[src/rtl/cordic_pkg.sv]
// Shared types and constants for the CORDIC sweep sequencer and its angle generator.
package cordic_pkg;

    localparam int unsigned ANGLE_W = 16;
    localparam int unsigned SINE_W  = 8;

    localparam logic [SINE_W-1:0]  ZERO_OFFSET  = 8'h80;
    localparam logic [ANGLE_W-1:0] STEP_DEFAULT = 16'h0648;

    typedef enum logic [2:0] {
        StIdle,
        StIssue,
        StWait,
        StEmit,
        StDone,
        StError
    } seq_state_e;

endpackage

[src/rtl/cordic_angle_gen.sv]
// Quadrant-folded angle accumulator: tracks j*STEP for the sample selected by (k, q)
// using only add/subtract, plus the sign that sample needs.
module cordic_angle_gen
    import cordic_pkg::*;
#(
    parameter int unsigned         K_W  = 4,
    parameter logic [ANGLE_W-1:0]  STEP = STEP_DEFAULT
) (
    input  logic               mclk,
    input  logic               rst_n,
    input  logic               load,
    input  logic [K_W-1:0]     k,
    input  logic [1:0]         q,
    output logic [ANGLE_W-1:0] angle,
    output logic               sign
);

    logic [ANGLE_W-1:0] angle_q, angle_d;
    logic               sign_q, sign_d;
    logic               reload, rising;

    // Even quadrants restart at 0 and climb; odd quadrants peak at k=0 then descend.
    always_comb begin
        reload  = ~q[0] && (k == '0);
        rising  = ~q[0] || (k == '0);
        angle_d = angle_q;
        sign_d  = sign_q;
        if (load) begin
            sign_d = q[1];
            if (reload) begin
                angle_d = '0;
            end else if (rising) begin
                angle_d = angle_q + STEP;
            end else begin
                angle_d = angle_q - STEP;
            end
        end
    end

    always_ff @(posedge mclk or negedge rst_n) begin
        if (!rst_n) begin
            angle_q <= '0;
            sign_q  <= 1'b0;
        end else begin
            angle_q <= angle_d;
            sign_q  <= sign_d;
        end
    end

    assign angle = angle_q;
    assign sign  = sign_q;

endmodule

[src/rtl/cordic_sweep_sequencer.sv]
// Drives the shared CORDIC_sine core through one sine period and emits one
// offset-binary sample per point, with a watchdog on the core's done handshake.
module cordic_sweep_sequencer
    import cordic_pkg::*;
#(
    parameter int unsigned        N_SAMPLES = 64,
    parameter logic [ANGLE_W-1:0] STEP      = STEP_DEFAULT,
    parameter int unsigned        TIMEOUT   = 255
) (
    input  logic                         mclk,
    input  logic                         rst_n,
    input  logic                         start,
    output logic                         cordic_start,
    output logic [ANGLE_W-1:0]           cordic_angle,
    input  logic                         cordic_done,
    input  logic [SINE_W-1:0]            cordic_sint,
    output logic                         sample_valid,
    output logic [$clog2(N_SAMPLES)-1:0] sample_idx,
    output logic [SINE_W-1:0]            sample_val,
    output logic                         busy,
    output logic                         frame_done,
    output logic                         error
);

    localparam int unsigned IDX_W = $clog2(N_SAMPLES);
    localparam int unsigned SPQ   = N_SAMPLES / 4;
    localparam int unsigned K_W   = (SPQ > 1) ? $clog2(SPQ) : 1;
    localparam int unsigned WD_W  = (TIMEOUT > 0) ? $clog2(TIMEOUT + 1) : 1;

    localparam logic [IDX_W-1:0] LAST_IDX = IDX_W'(N_SAMPLES - 1);
    localparam logic [K_W-1:0]   LAST_K   = K_W'(SPQ - 1);
    localparam logic [WD_W-1:0]  WD_MAX   = WD_W'(TIMEOUT);

    seq_state_e        state_q, state_d;
    logic [IDX_W-1:0]  i_q, i_d;
    logic [K_W-1:0]    k_q, k_d;
    logic [1:0]        q_q, q_d;
    logic [WD_W-1:0]   wd_q, wd_d;
    logic [SINE_W-1:0] sint_q, sint_d;
    logic              error_q, error_d;
    logic              gen_load;
    logic              sign;

    // Angle generator is advanced on the edge that enters ISSUE, so the angle and
    // sign already belong to sample i throughout ISSUE, WAIT and EMIT.
    cordic_angle_gen #(
        .K_W  (K_W),
        .STEP (STEP)
    ) u_angle_gen (
        .mclk  (mclk),
        .rst_n (rst_n),
        .load  (gen_load),
        .k     (k_d),
        .q     (q_d),
        .angle (cordic_angle),
        .sign  (sign)
    );

    always_comb begin
        state_d  = state_q;
        i_d      = i_q;
        k_d      = k_q;
        q_d      = q_q;
        wd_d     = wd_q;
        sint_d   = sint_q;
        error_d  = error_q;
        gen_load = 1'b0;
        unique case (state_q)
            StIdle: begin
                if (start) begin
                    state_d  = StIssue;
                    i_d      = '0;
                    k_d      = '0;
                    q_d      = '0;
                    error_d  = 1'b0;
                    gen_load = 1'b1;
                end
            end
            StIssue: begin
                wd_d    = '0;
                state_d = StWait;
            end
            StWait: begin
                // Done is tested first so it wins over a same-cycle watchdog expiry.
                if (cordic_done) begin
                    sint_d  = cordic_sint;
                    state_d = StEmit;
                end else if (wd_q == WD_MAX) begin
                    error_d = 1'b1;
                    state_d = StError;
                end else begin
                    wd_d = wd_q + 1'b1;
                end
            end
            StEmit: begin
                if (i_q == LAST_IDX) begin
                    state_d = StDone;
                end else begin
                    i_d      = i_q + 1'b1;
                    gen_load = 1'b1;
                    state_d  = StIssue;
                    if (k_q == LAST_K) begin
                        k_d = '0;
                        q_d = q_q + 2'd1;
                    end else begin
                        k_d = k_q + 1'b1;
                    end
                end
            end
            StDone:  state_d = StIdle;
            StError: state_d = StIdle;
            default: state_d = StIdle;
        endcase
    end

    always_ff @(posedge mclk or negedge rst_n) begin
        if (!rst_n) begin
            state_q <= StIdle;
            i_q     <= '0;
            k_q     <= '0;
            q_q     <= '0;
            wd_q    <= '0;
            sint_q  <= '0;
            error_q <= 1'b0;
        end else begin
            state_q <= state_d;
            i_q     <= i_d;
            k_q     <= k_d;
            q_q     <= q_d;
            wd_q    <= wd_d;
            sint_q  <= sint_d;
            error_q <= error_d;
        end
    end

    assign cordic_start = (state_q == StIssue);
    assign sample_valid = (state_q == StEmit);
    assign sample_idx   = i_q;
    assign sample_val   = !sample_valid ? '0 :
                          sign ? (ZERO_OFFSET - sint_q) : (ZERO_OFFSET + sint_q);
    assign busy         = state_q inside {StIssue, StWait, StEmit};
    assign frame_done   = (state_q == StDone);
    assign error        = error_q;

endmodule
[config.mk]
export PLATFORM = sky130hd
export DESIGN_NAME = cordic_sweep_sequencer
export DESIGN_NICKNAME = d
export VERILOG_FILES = /design/src/rtl/cordic_pkg.sv /design/src/rtl/cordic_angle_gen.sv /design/src/rtl/cordic_sweep_sequencer.sv
export SDC_FILE = /design/constraint.sdc
export NUM_CORES = 1
export LEC_CHECK = 0
export CAP_MARGIN = 20
export CORE_ASPECT_RATIO = 0.7
export CORE_MARGIN = 2
export CORE_UTILIZATION = 68
export DETAILED_ROUTE_END_ITERATION = 8
export DONT_BUFFER_PORTS = 1
export PLACE_DENSITY = 0.95
export SLEW_MARGIN = 0
export SYNTH_ARGS = -nofsm -noshare
export SYNTH_HDL_FRONTEND = slang
export SYNTH_SLANG_ARGS = --single-unit
[constraint.sdc]
create_clock -name mclk -period 11.45 [get_ports mclk]
set_input_delay 1.145 -clock mclk [delete_from_list [all_inputs] [get_ports mclk]]
set_output_delay 1.145 -clock mclk [all_outputs]
set_load 0.005 [all_outputs]
---- Word level (Yosys, flattened, before mapping) ----
Cells that the tools add are included.
storage, ports and cells
  memories ................................ 0
  flip-flop bits (word level) ............. 49
  RAM bits ................................ 0
  word-level logic and storage cells ...... 74
  output and inout bits ................... 35
  bits in latches ......................... 0
  input bits .............................. 12
  bits in read-only memories .............. 0
operators by class
  reduce and logical (&&, ||, !) cells .... 13
  multiply operators ...................... 0
  equal/unequal tests ..................... 13
  shift operators ......................... 0
  bitwise logic cells ..................... 1
  muxes and demuxes ....................... 30
  divide/modulo/power cells ............... 0
  order comparisons ....................... 0
  add/sub/neg operators ................... 8
operators with widths
  operator                                                               number
  16-bit 2-to-1 mux                                                      2
  8-bit 2-to-1 mux                                                       4
  16-bit by 11-bit adder with 16-bit output, second input constant       1
  8-bit case mux with 2 select lines                                     1
  16-bit by 11-bit subtractor with 16-bit output, second input constant  1
  3-bit 2-to-1 mux                                                       4
  4-bit 2-to-1 mux                                                       3
  6-bit 2-to-1 mux                                                       2
  3-bit case mux with 4 select lines                                     1
  6-bit case mux with 2 select lines                                     1
  2-bit != test, second input constant                                   5
  8-bit by 1-bit adder with 8-bit output, second input constant          1
  8-bit adder, first input constant                                      1
  8-bit == test, second input constant                                   1
  4-bit case mux with 2 select lines                                     1
  8-bit subtractor, first input constant                                 1
  6-bit by 1-bit adder with 6-bit output, second input constant          1
  3-bit by 2-bit == test with 1-bit output, second input constant        2
  6-bit == test, second input constant                                   1
  2-bit 2-to-1 mux                                                       3
  3-bit AND reduction                                                    2
  2-bit nonzero test                                                     3
  1-bit 2-to-1 mux                                                       5
  4-bit by 1-bit adder with 4-bit output, second input constant          1
  15 further kinds                                                       17

---- Longest topological paths before layout ----
  depth in word-level cells ............... 8
  mapped depth ............................ 18
  mapped depth without buffers ............ 16

---- Cells and area by module ----
A second synthesis with hierarchy kept.
unflattened totals
  cell total of the unflattened synthesis .. 339
  area, all modules ....................... 3054.2 um^2
modules (own cells, without submodules)
  module                  instances  cells each  area an instance (um^2)
  cordic_sweep_sequencer  1          182         1756.7
  cordic_angle_gen        1          157         1297.5

---- Least setup slack after synthesis ----
No wires, ideal clock.
  path kind ............................... input to register
  start ................................... input start
  end ..................................... register u_angle_gen.angle_q[15], in the netlist u_angle_gen.angle[15]
  required time ........................... 11.316 ns
  data arrival time ....................... 4.507 ns
  path buffers ............................ 1
  library setup time ...................... 0.134 ns
  stages .................................. 16
  slack ................................... 6.809 ns
  cell sequence ........................... nor4b_4 -> nor2_2 -> a21o_1 -> buf_6 -> a22o_1 -> or4_4 -> nand2_1 -> inv_1 -> ha_1 -> o211ai_1 -> o21ai_0 -> o2111ai_1 -> a311oi_1 -> and3b_1 -> o21ai_0 -> o211ai_1
between the ends
  longest elaborated chain between the ends .. 6
RTL lines
  item                                    RTL line                                        RTL
  start: declaration                      cordic_sweep_sequencer.sv:12                    input logic start,
  4-bit 2-to-1 mux (*)                    cordic_sweep_sequencer.sv:70                    if (start) begin
  4-bit case mux with 2 select lines (*)  cordic_sweep_sequencer.sv:68                    unique case (state_q)
  net k_d[0]                              cordic_sweep_sequencer.sv:36                    logic [K_W-1:0] k_q, k_d;
  4-bit logical NOT (*)                   cordic_angle_gen.sv:24, cordic_angle_gen.sv:25
  1-bit logical OR                        cordic_angle_gen.sv:25                          rising = ~q[0] || (k == '0);
  16-bit 2-to-1 mux                       cordic_angle_gen.sv:32                          end else if (rising) begin
  16-bit 2-to-1 mux (*)                   cordic_angle_gen.sv:30                          if (reload) begin
  end signal: assignment                  cordic_angle_gen.sv:45                          angle_q <= angle_d;
  end: declaration                        cordic_angle_gen.sv:18                          logic [ANGLE_W-1:0] angle_q, angle_d;
The timed path passes the listed nets; every way through them passes the cells marked *.
A chain may end at the register's enable or synchronous reset.

---- Worst setup path after layout ----
  start ................................... register state_q[2]
  end ..................................... register u_angle_gen.angle_q[15], in the netlist u_angle_gen.angle[15]
between the ends
  longest elaborated chain between the ends .. 6
RTL lines
  item                                          RTL line                                        RTL
  start: declaration                            cordic_sweep_sequencer.sv:34                    seq_state_e state_q, state_d;
  start signal: assignment                      cordic_sweep_sequencer.sv:118                   state_q <= StIdle;
  start signal: assignment                      cordic_sweep_sequencer.sv:126                   state_q <= state_d;
  3-bit by 2-bit == test with 1-bit output (*)  n/a
  net sample_valid                              cordic_sweep_sequencer.sv:17                    output logic sample_valid,
  4-bit case mux with 2 select lines (*)        cordic_sweep_sequencer.sv:68
  net k_d[0]                                    cordic_sweep_sequencer.sv:36
  4-bit logical NOT (*)                         cordic_angle_gen.sv:24, cordic_angle_gen.sv:25
  1-bit logical OR                              cordic_angle_gen.sv:25
  16-bit 2-to-1 mux                             cordic_angle_gen.sv:32
  16-bit 2-to-1 mux (*)                         cordic_angle_gen.sv:30
Marked as above.

==> flow_summary.json <==
{
  "yosys-mux-area-fraction_pct": 5.04,
  "final_antenna_net_count": 0,
  "p_total_uw": 650,
  "drcViolationCount": 0,
  "cp_cell_sequence": "nand3b_1, inv_2, nor2_2, a21o_1, a22o_1, or4_4, nand2_1, inv_1, ha_1, o211ai_1, o21ai_0, o2111ai_1, a311oi_1, and3b_1, o21ai_0, o211ai_1",
  "grt_pass1_vias": 1944,
  "final_common_cell": "dfrtp_1",
  "layout_common_cells": "46 x dfrtp_1, 34 x nor2_1, 32 x nand2_1",
  "reg2reg_from": "state_q[2]",
  "port_buffers": 0,
  "status": "finished clean",
  "setup_viol": 0,
  "ys_ff_latch": 46,
  "antenna_found_initial": 0,
  "clk_path_buf_depth": 2,
  "startpoint": "state_q[2]",
  "worstSetupStartpointType": "register",
  "ir_drop_uv": 120,
  "final.setup_skew_ps": 10.0,
  "cts.clk_slew.worst_paths_ps": 90,
  "cp_max_fo": 19,
  "hold_class": "in -> async",
  "wl_per_cell_um": 16.9,
  "cts-hold-fix-buffers": 0,
  "setup_ws_ps": 6250,
  "r2r_cells": 16,
  "pin_count": 47,
  "drive_gt1_share_pct": 7.04,
  "powerDensity_nw_per_um2": 228,
  "post_cts_buffers": 0,
  "ctsHtreeMaxLevel": 2,
  "synth.top_cell.area_share_pct": 41.7,
  "area_delta_synth_final_pct": 3.40,
  "firstDrtPassIters": 4,
  "rsz0062_at_grt": "no",
  "p_leak_nw": 1.35,
  "dieArea_um2": 4590,
  "cts_sinks": 46,
  "initial_core_util_pct": 70.7,
  "worst_ep_required_time_ps": 11640,
  "nets": 313,
  "dpl_worst_slack_ps": 6100,
  "synth_edf_count": 0,
  "synth_area_um2": 2760,
  "die_width_um": 80.1,
  "finalCritPeriodShare_pct": 45.4,
  "worst-r2r-setup-slack_ps": 6250,
  "cts_buffers": 5,
  "cts_tree": "yes",
  "hpwl_um": 4060,
  "wirelength_um": 5690,
  "synthAdderAreaFrac_pct": 7.99,
  "coreArea_um2": 3900,
  "synth_compound_area_share_pct": 15.9,
  "yosysSeqAreaShare_pct": 41.7,
  "grt_pass1_wl_um": 9270,
  "crit_family": "compound AO/OA/AOI/OAI gates",
  "vias": 2070,
  "fin_setup_tns_ps": 0,
  "cp_slowest_cell": "or4_4",
  "yosys.area_share.simple_pct": 17.7,
  "first_iter_violations": 191,
  "max_freq_mhz": 192,
  "endpoint_kind": "register",
  "place.gp.congestion": 0.918,
  "cp.arrival_ps": 5390,
  "syn_inst": 284,
  "ys_warn_count": 0,
  "grt_max_degree": 47,
  "maxSlewHeadroom_pct": 55.4,
  "cts_root_buffer": "clkbuf_8",
  "cp.depth": 16,
  "drv_cap": 0,
  "worstMarginPinSlew_ps": 665,
  "die_y_um": 57.3,
  "synthXorXnorAreaFrac_pct": 8.26,
  "syn_avg_cell_area_um2": 9.71,
  "synth_top_family_by_area": "simple AND/OR/NAND/NOR gates",
  "min_period_ps": 5200,
  "slew_violations": 0,
  "crit_path_max_incr_delay_ps": 520,
  "diodes": 0,
  "num_rows": 19,
  "crit_buf_inv": 2,
  "gr-usage-all-layers_pct": 26.2,
  "hold_viol": 0,
  "vias_per_cell": 6.16,
  "async_reset_ff_share_pct": 100,
  "clock_latency_ps": 310,
  "synth_area_leader_cell": "dfrtp_1",
  "cts_resized": 0,
  "critPathKind": "reg -> reg",
  "synth-main-ff-cell": "dfrtp_1",
  "synth_area_leaders": "dfrtp_1 42%, ha_1 7.3%, xor2_1 5.7%, a22o_1 4.8%, nor2_1 4.6%",
  "grt.overflow.total": 0,
  "synth.distinct_cells": 50
}
path summary, 6_finish.rpt:
path,end
worst max register to register,u_angle_gen.angle[15]
max in group asynchronous,sint_q[4]
min in group mclk,q_q[1]
worst max-delay path,u_angle_gen.angle[15]
worst min register to register,q_q[1]
worst min-delay path,u_angle_gen.angle[8]
logic make-up (layout without fill, tap and decap cells):
| logic type | Yosys count | count (layout) |
|---|---|---|
| AO/OA/AOI/OAI | 64 | 64 |
| XOR/XNOR | 26 | 26 |
| adder cells (fa/ha/maj) | 17 | 17 |
| buffers and inverters | 16 | 14 |
| flip-flops | 46 | 46 |
| multiplexers | 13 | 13 |
| other | 1 | 3 |
| AND/OR/NAND/NOR | 101 | 101 |
worst register-to-register path: stages (launching register included):
cell and delay (ps):
dfrtp_1 500, nand3b_1 460, inv_2 280, nor2_2 90
a21o_1 400, a22o_1 310, or4_4 530, nand2_1 190
inv_1 210, ha_1 450, o211ai_1 110, o21ai_0 420
o2111ai_1 190, a311oi_1 480, and3b_1 230, o21ai_0 150
o211ai_1 100
sequential cells by signal, indices dropped and copies added (netlist names):
signal,cells
sample_idx,6
u_angle_gen.angle,13
k_q,4
sint_q,8
state_q,3
error,1
wd_q,8
u_angle_gen.sign,1
q_q,2
cell usage after synthesis, drive strengths merged (2+ instances only):
| library cell | count |
|---|---|
| a22o | 15 |
| o21ai | 12 |
| nand4 | 4 |
| buf | 7 |
| ha | 16 |
| o211ai | 3 |
| mux2i | 6 |
| xnor2 | 8 |
| inv | 6 |
| xor2 | 18 |
| dfrtp | 46 |
| mux2 | 7 |
| and3 | 6 |
| nor3 | 5 |
| clkbuf | 3 |
| and2 | 2 |
| nand3 | 3 |
| a21o | 4 |
| nand2b | 4 |
| nor2 | 35 |
| a21oi | 14 |
| nand2 | 32 |
| a31oi | 3 |
| o31ai | 3 |
cell type report:
class / count / area (µm²)
multi-input combinational: 224 / 1530
fill: 282 / 1050
timing repair buffer: 1 / 7.51
inverter: 6 / 22.5
clock buffer: 6 / 72.6
tap: 52 / 65.1
sequential: 46 / 1150
clock inverter: 1 / 7.51
routing by layer:
metal  vias up  GRT usage, %  wire [µm]
met3        10          8.07        430
met5         -             0          0
met4         0          8.72         79
li1       1006             -          -
met1       975          38.3       2620
met2        79          37.9       2550
power breakdown:
| part | internal (mW) | switching [mW] | leakage [nW] |
|---|---|---|---|
| Sequential | 0.211 | 0.0643 | 0.603 |
| Combinational | 0.123 | 0.155 | 0.712 |
| Clock | 0.0419 | 0.0543 | 0.0373 |
per-stage QoR:
stage | hold slack, ps | utilization [%] | instance area (µm²) | instances
2_1_floorplan | 460 | - | 2770 | 286
3_3_place_gp | 496 | 71.1 | 2770 | 329
3_5_place_dp | 495 | 71.1 | 2770 | 329
4_1_cts | 506 | 73.1 | 2850 | 336
5_1_grt | 509 | 73.1 | 2850 | 336
6_report | 520 | 73.1 | 2850 | 336
Note: power is estimated with default switching activity, not from simulation.
